<file path="src/rtl/core_scheduler_if.sv">
// Scheduler-side bundle: dispatcher start/enables, fetch handshake, LSU status,
// per-thread next_pc collection and the state/pc broadcast to thread datapaths.
interface core_scheduler_if #(
  parameter int THREADS = 4,
  parameter int PC_BITS = 8
);
  logic                       start;
  logic [THREADS-1:0]         thread_enable;
  logic                       fetch_req;
  logic                       instr_valid;
  logic                       decoded_ret;
  logic [THREADS-1:0]         lsu_busy;
  logic [THREADS*PC_BITS-1:0] next_pc;
  logic [2:0]                 core_state;
  logic [PC_BITS-1:0]         current_pc;
  logic                       done;
  logic                       diverged;

  modport master (
    input  start, thread_enable, instr_valid, decoded_ret, lsu_busy, next_pc,
    output fetch_req, core_state, current_pc, done, diverged
  );

  modport slave (
    output start, thread_enable, instr_valid, decoded_ret, lsu_busy, next_pc,
    input  fetch_req, core_state, current_pc, done, diverged
  );
endinterface

</file>
<file path="src/rtl/core_scheduler.sv">
// Per-core control FSM: sequences FETCH..UPDATE for all threads, owns the
// shared pc, flags divergence between enabled threads and stops on RET.
module core_scheduler #(
  parameter int THREADS = 4,
  parameter int PC_BITS = 8
) (
  input  logic             clock,
  input  logic             reset,
  core_scheduler_if.master bus
);

  typedef enum logic [2:0] {
    ST_IDLE    = 3'b000,
    ST_FETCH   = 3'b001,
    ST_DECODE  = 3'b010,
    ST_REQUEST = 3'b011,
    ST_WAIT    = 3'b100,
    ST_EXECUTE = 3'b101,
    ST_UPDATE  = 3'b110,
    ST_DONE    = 3'b111
  } state_t;

  state_t             state;
  logic [PC_BITS-1:0] pc_q;
  logic               fetch_req_q;
  logic               done_q;
  logic               diverged_q;

  logic [PC_BITS-1:0] lead_pc;
  logic               lead_found;
  logic               pc_mismatch;

  // The lowest-index enabled thread defines the shared pc; any other enabled
  // thread disagreeing with it marks the block as diverged.
  always_comb begin
    lead_pc     = '0;
    lead_found  = 1'b0;
    pc_mismatch = 1'b0;
    for (int i = 0; i < THREADS; i++) begin
      if (bus.thread_enable[i]) begin
        if (!lead_found) begin
          lead_pc    = bus.next_pc[i*PC_BITS +: PC_BITS];
          lead_found = 1'b1;
        end else if (bus.next_pc[i*PC_BITS +: PC_BITS] != lead_pc) begin
          pc_mismatch = 1'b1;
        end
      end
    end
  end

  always_ff @(posedge clock or negedge reset) begin
    if (!reset) begin
      state       <= ST_IDLE;
      pc_q        <= '0;
      fetch_req_q <= 1'b0;
      done_q      <= 1'b0;
      diverged_q  <= 1'b0;
    end else begin
      case (state)
        ST_IDLE: begin
          if (bus.start) begin
            state       <= ST_FETCH;
            fetch_req_q <= 1'b1;
            pc_q        <= '0;
            diverged_q  <= 1'b0;
          end
        end
        ST_FETCH: begin
          if (bus.instr_valid) begin
            state       <= ST_DECODE;
            fetch_req_q <= 1'b0;
          end
        end
        ST_DECODE:  state <= ST_REQUEST;
        ST_REQUEST: state <= ST_WAIT;
        // LSU activity of threads outside the block must not stall the core.
        ST_WAIT: begin
          if ((bus.lsu_busy & bus.thread_enable) == '0) begin
            state <= ST_EXECUTE;
          end
        end
        ST_EXECUTE: state <= ST_UPDATE;
        ST_UPDATE: begin
          if (bus.decoded_ret || (bus.thread_enable == '0)) begin
            state  <= ST_DONE;
            done_q <= 1'b1;
          end else begin
            state       <= ST_FETCH;
            fetch_req_q <= 1'b1;
            pc_q        <= lead_pc;
            if (pc_mismatch) begin
              diverged_q <= 1'b1;
            end
          end
        end
        // A fresh launch requires the dispatcher to drop start first.
        ST_DONE: begin
          if (!bus.start) begin
            state  <= ST_IDLE;
            done_q <= 1'b0;
          end
        end
        default: state <= ST_IDLE;
      endcase
    end
  end

  assign bus.core_state = state;
  assign bus.current_pc = pc_q;
  assign bus.fetch_req  = fetch_req_q;
  assign bus.done       = done_q;
  assign bus.diverged   = diverged_q;

endmodule

</file>
<file path="src/flat_wrapper.sv">
// flat-port wrapper written by rule: the top's interface ports become plain ports
module core_scheduler_flat 
#(
  parameter int THREADS = 4,
  parameter int PC_BITS = 8
)
  (clock, reset, bus_start, bus_thread_enable, bus_instr_valid, bus_decoded_ret, bus_lsu_busy, bus_next_pc, bus_fetch_req, bus_core_state, bus_current_pc, bus_done, bus_diverged);
  core_scheduler_if #(.THREADS(THREADS), .PC_BITS(PC_BITS)) bus_i ();
  input  logic clock;
  input  logic reset;
  input wire logic [$bits(bus_i.start)-1:0] bus_start;
  input wire logic [$bits(bus_i.thread_enable)-1:0] bus_thread_enable;
  input wire logic [$bits(bus_i.instr_valid)-1:0] bus_instr_valid;
  input wire logic [$bits(bus_i.decoded_ret)-1:0] bus_decoded_ret;
  input wire logic [$bits(bus_i.lsu_busy)-1:0] bus_lsu_busy;
  input wire logic [$bits(bus_i.next_pc)-1:0] bus_next_pc;
  output wire logic [$bits(bus_i.fetch_req)-1:0] bus_fetch_req;
  output wire logic [$bits(bus_i.core_state)-1:0] bus_core_state;
  output wire logic [$bits(bus_i.current_pc)-1:0] bus_current_pc;
  output wire logic [$bits(bus_i.done)-1:0] bus_done;
  output wire logic [$bits(bus_i.diverged)-1:0] bus_diverged;
  assign bus_i.start = bus_start;
  assign bus_i.thread_enable = bus_thread_enable;
  assign bus_i.instr_valid = bus_instr_valid;
  assign bus_i.decoded_ret = bus_decoded_ret;
  assign bus_i.lsu_busy = bus_lsu_busy;
  assign bus_i.next_pc = bus_next_pc;
  assign bus_fetch_req = bus_i.fetch_req;
  assign bus_core_state = bus_i.core_state;
  assign bus_current_pc = bus_i.current_pc;
  assign bus_done = bus_i.done;
  assign bus_diverged = bus_i.diverged;
  core_scheduler #(.THREADS(THREADS), .PC_BITS(PC_BITS)) u_core (.clock(clock), .reset(reset), .bus(bus_i));
endmodule
</file>
<file path="config.mk">
export PLATFORM = sky130hd
export DESIGN_NAME = core_scheduler_flat
export DESIGN_NICKNAME = d
export VERILOG_FILES = /design/src/rtl/core_scheduler_if.sv /design/src/rtl/core_scheduler.sv /design/src/flat_wrapper.sv
export SDC_FILE = /design/constraint.sdc
export NUM_CORES = 1
export LEC_CHECK = 0
export CELL_PAD_IN_SITES_DETAIL_PLACEMENT = 0
export CELL_PAD_IN_SITES_GLOBAL_PLACEMENT = 1
export CORE_MARGIN = 2
export CORE_UTILIZATION = 29
export DETAILED_ROUTE_END_ITERATION = 16
export GPL_TIMING_DRIVEN = 1
export PLACE_DENSITY_LB_ADDON = 0.1
export SLEW_MARGIN = 25
export SYNTH_ARGS = -nofsm -noshare
export SYNTH_HDL_FRONTEND = slang
export SYNTH_SLANG_ARGS = --single-unit
</file>
<file path="constraint.sdc">
create_clock -name clock -period 1.3 [get_ports clock]
set_input_delay 0.13 -clock clock [delete_from_list [all_inputs] [get_ports clock]]
set_output_delay 0.13 -clock clock [all_outputs]
set_load 0.01 [all_outputs]
</file>
* Word-level counts from Yosys, hierarchy flattened *
Cells that the tools add are included.

storage, ports and cells
  bits in registers = 14
  input bits = 45
  output and inout port bits = 14
  logic and storage cells = 74

operators by class
  equal/unequal tests = 17
  multiplexer cells = 39
  bitwise logic cells = 1
  reductions and logical operators = 12

operator list
  kind                  count
  $mux W8               9
  $ne A8 B8 Y1          3
  $pmux W3 S8           1
  $mux W1               20
  $pmux W8 S2           1
  $mux W3               5
  $eq A3 B3 Y1 const B  4
  $reduce_and A4 Y1     3
  $logic_not A4 Y1      2
  $ne A2 B2 Y1 const B  4
  $eq A3 B2 Y1 const B  2
  $ne A2 B1 Y1 const B  3
  $reduce_and A3 Y1     2
  $and A4 B4 Y4         1
  $pmux W1 S2           2
  $reduce_bool A2 Y1    2
  $eq A3 B1 Y1 const B  1
  $logic_not A3 Y1      1
  $pmux W1 S3           1
  $reduce_bool A3 Y1    1
  $logic_or A1 B1 Y1    1

* Depth between registers and ports, before layout *
  depth in word-level cells = 14
  depth in mapped cells = 9
  depth with buffers taken out = 6

* Worst setup path before layout *
Ideal clock, no wire load.

  kind = input-to-reg
  start point = input bus_thread_enable[0]
  end point = register u_core.diverged_q, in the netlist u_core.bus.diverged
  setup time = 139 ps
  arrival time = 1370 ps
  required time = 1161 ps
  path slack = -208 ps
  stages = 7
  buffers on the path = 2
  path through = buf_6 -> buf_6 -> a21oi_1 -> a21oi_1 -> a221o_1 -> o311ai_0 -> nand3_1

on the way
  word-level cells in the longest chain between the ends = 13
  elaborated cells on any way between the ends = 25
  those cells by class = 5 x eq/ne; 17 x mux; 3 x reduce/logical

RTL lines
  item                                  RTL line              RTL
  from (decl)                           flat_wrapper.sv:12    input wire logic [$bits(bus_i.thread_enable)-1:0] bus_thread_enable;
  $mux W8                               core_scheduler.sv:40  if (bus.thread_enable[i]) begin
  $ne A8 B8 Y1                          core_scheduler.sv:44  end else if (bus.next_pc[i*PC_BITS +: PC_BITS] != lead_pc) begin
  $mux W1                               core_scheduler.sv:44
  $mux W1                               core_scheduler.sv:41  if (!lead_found) begin
  $mux W1                               core_scheduler.sv:40
  $mux W1                               core_scheduler.sv:44
  $mux W1                               core_scheduler.sv:41
  $mux W1                               core_scheduler.sv:40
  $mux W1                               core_scheduler.sv:44
  $mux W1                               core_scheduler.sv:41
  $mux W1                               core_scheduler.sv:40
  $ne A2 B1 Y1 (no source line)         n/a
  $reduce_and A4 Y1 (no source line) *  n/a
  to (signal assigned)                  core_scheduler.sv:57  diverged_q <= 1'b0;
  to (signal assigned)                  core_scheduler.sv:65  diverged_q <= 1'b0;
  to (signal assigned)                  core_scheduler.sv:92  diverged_q <= 1'b1;
  to (decl)                             core_scheduler.sv:27  logic diverged_q;

Every way passes the cells marked *; elsewhere a longest branch is shown, timed or not.
A chain may end at the register's enable or synchronous reset.

* Worst setup path in the final report *
Same ends and word-level chain as after synthesis.

==> results.py <==
metrics = {
    "worst_setup_path": {
        "max_stage_delay_ns": 0.35,
        "crit_family": "compound AO/OA/AOI/OAI gates",
        "critPathArrivalTime_ns": 1.54,
        "critical_path_peak_fanout": 20,
        "slowest_stage": "o311a_1",
        "crit_chain": "clkbuf_8 -> buf_12 -> buf_12 -> nand4b_1 -> o22ai_1 -> a21oi_1 -> o311a_1 -> o31ai_2 -> nand3_1",
        "critPathBufInv": 3,
        "required_ns": 1.41,
        "cp-end-kind": "register",
        "criticalPathCategory": "in -> reg",
        "cpMostUsedCell": "buf_12",
        "worst_setup_path_start_kind": "input port",
    },
    "cts": {
        "cts-hold-fix-buffers": 0,
        "cts_buffers": 3,
        "clk_pin_slew_ns": 0.06,
        "htreeDepth": 1,
        "cts_tree": "done",
        "clk_latency_ns": 0.25,
        "cts_buffer_depth": 2,
        "cts_root_buffer": "clkbuf_8",
        "cts.sinks": 14,
    },
    "route": {
        "ant_nets": 0,
        "wl_microns": 6590,
        "drt_iter0_markers": 156,
        "num_vias": 2238,
        "via_per_inst": 5.39,
        "post-route-drc-count": 0,
        "wl_per_cell_microns": 15.9,
        "first_pass_iters": 4,
    },
    "min_path": {
        "hold_path_class": "in -> async",
    },
    "timing": {
        "max_slew_margin": 0.752,
        "setup_tns_ns": -0.253,
        "period_needed_ns": 1.43,
        "tightest_slew_ns": 0.368,
        "final-setup-viol-count": 5,
        "rsz0062_at_grt": "true",
        "slew_viol_final": 0,
        "clock_skew_ns": 0.00115,
        "fin_ws_ns": -0.131,
        "max_freq_mhz": 699,
        "post-route-period-util": 1.10,
        "hold_violations": 0,
    },
    "cells_and_area": {
        "seq_area_sq_um": 350,
        "num-fill-cells": 542,
        "final_area_sq_mm": 0.00304,
        "final_cell_mix": "buf_4 (55), a21oi_1 (27), dlygate4sd2_1 (24)",
        "diodes": 0,
        "finalNonFillerCells": 415,
        "drive_above_1_share": 0.329,
        "multi_input_area_sq_mm": 0.00136,
        "fin_nets": 389,
        "syn2layout_area_growth_pct": 79.7,
        "final_common_cell": "buf_4",
    },
    "synth": {
        "ys_ff_latch": 14,
        "synthCells": 231,
        "syn_nets": 276,
        "synth_edf_count": 0,
        "mappedNetlistArea_sq_mm": 0.00169,
        "yosys.cell_types.count": 46,
        "ys_async_sr_fraction": 1.00,
        "synth_flop_cell": "dfrtp_1",
        "yosysSeqAreaShare": 0.207,
        "yosys_warnings": 0,
        "syn_avg_cell_area_sq_um": 7.32,
    },
    "pwr": {
        "ir_drop_uv": 957,
        "cellPowerDensity_mw_per_mm2": 1210,
        "leakage_uw": 0.00141,
        "p_total_uw": 3690,
    },
    "die": {
        "initial_utilization": 0.303,
        "fp-row-count": 27,
        "die_h_microns": 80.4,
        "io_pins": 59,
        "die-area_sq_mm": 0.00646,
        "core_sq_mm": 0.00557,
        "die-width_microns": 80.4,
    },
    "placed_design": {
        "dp_hpwl_microns": 4910,
        "place_congestion": 0.849,
        "port-buffer-count": 58,
        "placed_area_sq_mm": 0.00275,
        "dp_cells": 404,
    },
    "outcome": {
        "outcome": "finished with violations",
        "violations": "setup timing",
    },
    "global_routing": {
        "grt_use_total": 0.200,
        "grt_pass1_wl_microns": 10100,
        "grt_pass1_vias": 2051,
        "antenna_found_initial": 0,
        "grt_max_degree": 21,
        "globalRouteOverflowTotal": 0,
    },
    "job": {
        "max-cap-violations": 0,
    },
}
registers in the layout, indices dropped and copies added (netlist names):
signal / cells
u_core.bus.current_pc: 8
u_core.bus.core_state: 3
u_core.bus.diverged: 1
u_core.bus.done: 1
u_core.bus.fetch_req: 1
through the flow:
step	worst slack [ns]	hold WS, ns	util
3_5_place_dp	-0.768	0.466	0.494
2_1_floorplan	-0.187	-0.166	-
4_1_cts	-0.165	0.207	0.521
6_report	-0.131	0.200	0.545
3_3_place_gp	-0.726	0.467	0.494
5_1_grt	-0.267	0.225	0.545
logic make-up after synthesis:
kind of cell / synth area share
compound gates: 0.343
xor+xnor: 0.0259
buf+inv: 0.0947
flops: 0.207
mux: 0.0318
simple gates: 0.297
layout make-up:
cell class,instances,area share
Sequential cell,14,0.115
Multi-Input combinational cell,185,0.446
Tap cell,72,0.0296
Inverter,13,0.0161
Clock buffer,4,0.0181
Timing Repair Buffer,127,0.375
worst register-to-register path: stages, from the launching register on:
cell,delay [ns]
dfrtp_1,0.38
buf_6,0.14
buf_4,0.14
o41ai_1,0.41
nand3_1,0.11
report_power, final:
| part | total (uW) | switching [uW] | internal [uW] |
|---|---|---|---|
| logic | 2510 | 1210 | 1300 |
| registers | 749 | 117 | 632 |
| clock network | 433 | 165 | 269 |
worst paths after layout:
check	start	end	slack (ns)	depth (start not counted)
max in group asynchronous	reset	u_core.bus.current_pc[1]	0.92	2
min	reset	u_core.bus.core_state[0]	0.20	2
min in group clock	bus_next_pc[24]	u_core.bus.diverged	0.47	6
min reg2reg	u_core.bus.current_pc[1]	u_core.bus.current_pc[1]	0.50	2
max reg2reg	u_core.bus.core_state[1]	u_core.bus.diverged	-0.02	4
max	bus_thread_enable[0]	u_core.bus.diverged	-0.13	9
Yosys cell counts, types with 2 or more instances:
library cell / count / area, sq um
mux2_2: 3 / 33.8
nand3b_1: 12 / 90.1
xor2_1: 3 / 26.3
mux2i_1: 2 / 20.0
xnor2_1: 2 / 17.5
o211ai_1: 3 / 22.5
o21ai_0: 19 / 95.1
inv_1: 13 / 48.8
a211oi_1: 4 / 30.0
a22oi_1: 2 / 15.0
nand2_1: 18 / 67.6
nand3_1: 12 / 60.1
buf_6: 4 / 45.0
a32oi_1: 2 / 17.5
nand4b_1: 8 / 70.1
nor2_1: 9 / 33.8
nor2b_1: 5 / 31.3
and4b_1: 6 / 60.1
a31oi_1: 5 / 31.3
buf_2: 5 / 25.0
dfrtp_1: 14 / 350
o22ai_1: 7 / 43.8
a21oi_1: 30 / 150
o41ai_1: 7 / 61.3
and4_1: 2 / 17.5
and2_1: 2 / 12.5
clkbuf_1: 9 / 33.8
and3_1: 4 / 25.0
nor3_1: 2 / 10.0
what timing repair did:
item                       in CTS  in global routing
gates cloned                    2                  1
pin swaps                      15                 11
gates resized for setup        66                 42
setup buffers                   2                  2
setup endpoints to repair      17                 15
metal layers:
| layer | track usage | part of all wire | vias up |
|---|---|---|---|
| li1 | - | - | 1117 |
| met1 | 0.282 | 0.46 | 1047 |
| met2 | 0.333 | 0.48 | 70 |
| met3 | 0.0292 | 0.053 | 4 |
| met4 | 0.0203 | 0.0058 | 0 |
| met5 | 0 | 0 | - |
Power figures use the tool's default switching activity.
